==> config.mk <==
export PLATFORM = sky130hd
export DESIGN_NAME = rr_arb_mux
export DESIGN_NICKNAME = d
export VERILOG_FILES = /design/src/rtl/rr_arb_mux.sv
export SDC_FILE = /design/constraint.sdc
export NUM_CORES = 1
export LEC_CHECK = 0
export CAP_MARGIN = 20
export CORE_UTILIZATION = 37
export DETAILED_ROUTE_END_ITERATION = 7
export GPL_TIMING_DRIVEN = 0
export PLACE_DENSITY = 0.77
export SETUP_SLACK_MARGIN = 0.1
export SLEW_MARGIN = 20
export SYNTH_ARGS = -nofsm -noshare
export SYNTH_HDL_FRONTEND = slang
export SYNTH_SLANG_ARGS = --single-unit
==> constraint.sdc <==
create_clock -name Clock -period 2.1 [get_ports Clock]
set_clock_uncertainty 0.05 [all_clocks]
set_input_delay 0.42 -clock Clock [delete_from_list [all_inputs] [get_ports Clock]]
set_output_delay 0.42 -clock Clock [all_outputs]
set_load 0.02 [all_outputs]
==> src/rtl/rr_arb_mux.sv <==
// N-to-1 arbitrating selector with valid/ready handshakes and a registered output.
// Defining RR_ARB_MUX_LOCK_EN adds In_Lock, which holds the grant for the length of a burst.
module rr_arb_mux #(
    parameter int WidthOfInputs  = 8,
    parameter int NumberOfInputs = 4,
    localparam int SelWidth = (NumberOfInputs > 1) ? $clog2(NumberOfInputs) : 1
) (
    input  logic                                      Clock,
    input  logic                                      Reset_n,
    input  logic [NumberOfInputs*WidthOfInputs-1:0]   ConcatanatedInputs,
    input  logic [NumberOfInputs-1:0]                 In_Valid,
    output logic [NumberOfInputs-1:0]                 In_Ready,
`ifdef RR_ARB_MUX_LOCK_EN
    input  logic [NumberOfInputs-1:0]                 In_Lock,
`endif
    input  logic                                      Mode,
    input  logic [SelWidth-1:0]                       Select,
    output logic [WidthOfInputs-1:0]                  Out,
    output logic                                      Out_Valid,
    input  logic                                      Out_Ready,
    output logic [SelWidth-1:0]                       Out_Channel
);
    localparam int N = NumberOfInputs;
    localparam int W = WidthOfInputs;

    logic                load;
    logic                gnt_vld;
    logic [SelWidth-1:0] gnt_idx;
    logic [W-1:0]        gnt_data;
    logic                lock_act;

    logic [W-1:0]        out_q, out_d;
    logic [SelWidth-1:0] chan_q, chan_d;
    logic                vld_q, vld_d;
    logic [SelWidth-1:0] last_q, last_d;

`ifdef RR_ARB_MUX_LOCK_EN
    logic locked_q, locked_d;
    assign lock_act = locked_q;
`else
    assign lock_act = 1'b0;
`endif

    assign load = !vld_q || Out_Ready;

    always_comb begin
        gnt_vld = 1'b0;
        gnt_idx = '0;
        if (lock_act) begin
            for (int i = 0; i < N; i++) begin
                if (last_q == SelWidth'(i) && In_Valid[i]) begin
                    gnt_vld = 1'b1;
                    gnt_idx = SelWidth'(i);
                end
            end
        end else if (!Mode) begin
            // Out-of-range Select matches no channel, so it yields no grant.
            for (int i = 0; i < N; i++) begin
                if (Select == SelWidth'(i) && In_Valid[i]) begin
                    gnt_vld = 1'b1;
                    gnt_idx = SelWidth'(i);
                end
            end
        end else begin
            // Scan farthest-first so the channel nearest after last_q wins.
            for (int k = N; k >= 1; k--) begin
                if (In_Valid[(int'(last_q) + k) % N]) begin
                    gnt_vld = 1'b1;
                    gnt_idx = SelWidth'((int'(last_q) + k) % N);
                end
            end
        end
    end

    assign gnt_data = ConcatanatedInputs[int'(gnt_idx)*W +: W];

    always_comb begin
        In_Ready = '0;
        if (Reset_n && load && gnt_vld) In_Ready[gnt_idx] = 1'b1;
    end

    always_comb begin
        out_d  = out_q;
        chan_d = chan_q;
        vld_d  = vld_q;
        last_d = last_q;
`ifdef RR_ARB_MUX_LOCK_EN
        locked_d = locked_q;
`endif
        if (load) begin
            vld_d = gnt_vld;
            if (gnt_vld) begin
                out_d  = gnt_data;
                chan_d = gnt_idx;
                last_d = gnt_idx;
`ifdef RR_ARB_MUX_LOCK_EN
                locked_d = In_Lock[gnt_idx];
`endif
            end
        end
    end

    always_ff @(posedge Clock or negedge Reset_n) begin
        if (!Reset_n) begin
            out_q  <= '0;
            chan_q <= '0;
            vld_q  <= 1'b0;
            last_q <= SelWidth'(N - 1);
`ifdef RR_ARB_MUX_LOCK_EN
            locked_q <= 1'b0;
`endif
        end else begin
            out_q  <= out_d;
            chan_q <= chan_d;
            vld_q  <= vld_d;
            last_q <= last_d;
`ifdef RR_ARB_MUX_LOCK_EN
            locked_q <= locked_d;
`endif
        end
    end

    assign Out         = out_q;
    assign Out_Valid   = vld_q;
    assign Out_Channel = chan_q;
endmodule

==> flow_summary.json <==
{
  "dp_hpwl_mm": 2.78,
  "max_freq_ghz": 0.382,
  "ys_types": 34,
  "drv_slew": 0,
  "clock-root-buffer": "clkbuf_4",
  "synth_edf_count": 0,
  "die_area_um2": 3410,
  "crit_type": "reg -> out",
  "mappedNetlistArea_um2": 1180,
  "avgViaCountPerCell": 5.65,
  "clockBufferDepth": 2,
  "synth_area_leaders": "dfrtp_1 (23%), a211oi_1 (10%), a2111oi_0 (6.0%), a221oi_1 (6.0%), o31ai_1 (5.7%)",
  "cp.arrival_ps": 2150,
  "rsz0062_at_grt": "true",
  "row_count": 20,
  "power_mw": 1.42,
  "power.leakage_nw": 0.917,
  "cts_tree": "yes",
  "end_kind": "output port",
  "place.gp.congestion": 0.793,
  "synthArstFlopShare": 1.00,
  "p_comb_frac": 0.633,
  "layout-drive-gt1-share": 0.350,
  "syn_to_final_growth_pct": 92.5,
  "switching_share": 0.405,
  "cts_inserted_buffers": 3,
  "yosysTopAreaCell": "dfrtp_1",
  "io_buffers": 55,
  "crit_fanout": 8,
  "cts.sinks": 13,
  "avgSynthCellArea_um2": 8.53,
  "cap_violations": 0,
  "drt-pass1-iter-count": 4,
  "grt_overflow": 0,
  "period_needed_ps": 2620,
  "drc_errors": 0,
  "grt.total_usage": 0.242,
  "tightest_slew_ps": 710,
  "setup_violations": 12,
  "timing.hold.ws_ps": 441,
  "p_seq_frac": 0.249,
  "antenna_found_initial": 0,
  "synth_seq_cells": 13,
  "die_y_um": 58.4,
  "nets": 257,
  "clk-insertion-delay-late_ps": 290,
  "critPathRequiredTime_ps": 1630,
  "cts.clk_slew.worst_paths_ps": 90,
  "final_util": 0.748,
  "ir_worst_vdd_mv": 0.248,
  "wire_per_inst_um": 17.9,
  "yosysWarnings": 0,
  "finalNonFillerCells": 258,
  "syn_nets": 180,
  "grt_max_degree": 16,
  "initial_core_util": 0.389,
  "crit_start": "last_q[1]",
  "r2r_start": "last_q[1]",
  "min_from": "Out[6]",
  "grt_first_pass_wirelength_mm": 6.24,
  "grt_pass1_vias": 1372,
  "vias": 1457,
  "die_w_um": 58.4,
  "synth_cells": 138,
  "hold_viol": 0,
  "power.density_nw_per_um2": 628,
  "max-slew-margin-rel": 0.525,
  "dp.cells": 237,
  "yosys_most_used_dff": "dfrtp_1",
  "pre_cts_slack_ps": -1290,
  "min_period_over_period": 1.25,
  "nFillCells": 211,
  "status": "complete, but fails checks",
  "clkPwrFrac": 0.117,
  "violations": "negative setup slack",
  "setup_slack_ps": -517,
  "ant_nets": 0,
  "critPathLaunchType": "register",
  "n_antenna_cell": 0,
  "final_common_cell": "clkdlybuf4s50_1",
  "wl_mm": 4.63,
  "htree_num_levels": 1,
  "drt_iter0_markers": 54,
  "coreArea_um2": 3030,
  "io_pins": 57,
  "ys_seq_area_frac": 0.278,
  "layout_common_cells": "clkdlybuf4s50_1 (45), buf_4 (18), inv_1 (17), a211oi_1 (16), nand2_1 (15)",
  "intPower_mw": 0.846,
  "min_path_type": "reg -> reg",
  "power.switching_mw": 0.576,
  "synth_top_area_share": 0.234,
  "worstRegToRegCells": 9,
  "holdPathStages": 2
}
## layer usage
layer | global-route usage | vias up | routed length [um] | part of all wire
li1 | - | 676 | - | -
met1 | 0.281 | 705 | 1820 | 0.39
met2 | 0.424 | 62 | 2410 | 0.52
met3 | 0.0352 | 14 | 244 | 0.053
met4 | 0.139 | 0 | 155 | 0.034
met5 | 0 | - | 0 | 0
## path summary, 6_finish.rpt
path	endpoint	slack (ps)
hold / removal	Out[6]	440
max in group asynchronous	Out[3]	1050
setup reg to reg	Out[3]	-220
setup / recovery	In_Ready[0]	-520
min in group asynchronous	Out_Channel[1]	500
hold reg to reg	Out[6]	440
## worst max-delay path, cell delays in order, from the launching register on
cell	delay, ps
dfstp_2	540
buf_6	130
buf_4	120
mux2i_1	230
o221a_2	250
o21a_4	150
o21ai_4	80
nor3_2	190
buf_4	160
## state kept, by name (all words and copies together), names as in the netlist
name         flops
last_q           2
Out_Valid        1
Out_Channel      2
Out              8
## per-stage QoR
stage / setup TNS, ps / cell area [um2]
5_1_grt: -4150 / 2270
2_1_floorplan: -222 / 1240
6_report: -3300 / 2270
3_3_place_gp: -11120 / 1850
4_1_cts: -3180 / 2110
3_5_place_dp: -11840 / 1850
## logic make-up (layout without fill, tap and decap cells)
kind of cell	after synthesis	in the layout	synth area share
DFF	13	13	0.278
buffers and inverters	29	105	0.159
and+or+nand+nor	32	32	0.124
AOI/OAI and AO/OA	60	60	0.403
muxes	4	4	0.0351
## what timing repair did
item | CTS | global route
hold buffers | 0 | 0
pin swaps | 10 | 10
gates resized for setup | 61 | 19
endpoints found under the setup margin | 17 | 12
setup buffers | 10 | 7
## power by group through the flow
stage,registers (mW),logic [mW],clock network (mW)
after floorplan,0.418,0.320,0
after global placement,0.357,0.630,0
after detailed placement,0.360,0.648,0
after CTS,0.353,0.783,0.159
after global routing,0.362,0.947,0.171
final,0.355,0.901,0.167
## layout make-up
| class | instances | area (um2) | share of cell area |
|---|---|---|---|
| inverter | 17 | 63.8 | 0.0282 |
| sequential | 13 | 328 | 0.145 |
| multi-input combinational | 96 | 962 | 0.425 |
| clock buffer | 4 | 26.3 | 0.0116 |
| tap | 44 | 55.1 | 0.0243 |
| buffer | 12 | 163 | 0.0718 |
| timing repair buffer | 72 | 668 | 0.295 |
## synthesized netlist by cell type, drive strengths merged, types with 2 or more instances
library cell,instances
inv,17
a211oi,16
nand2,16
dfrtp,11
o31ai,9
a2111oi,8
a221oi,8
buf,6
clkbuf,6
nor2,6
o21ai,5
a21o,3
mux2i,3
nand3,3
a21oi,2
dfstp,2
nand2b,2
nor3,2
o21bai,2
o221a,2
Note: power is estimated with default switching activity, not from simulation.
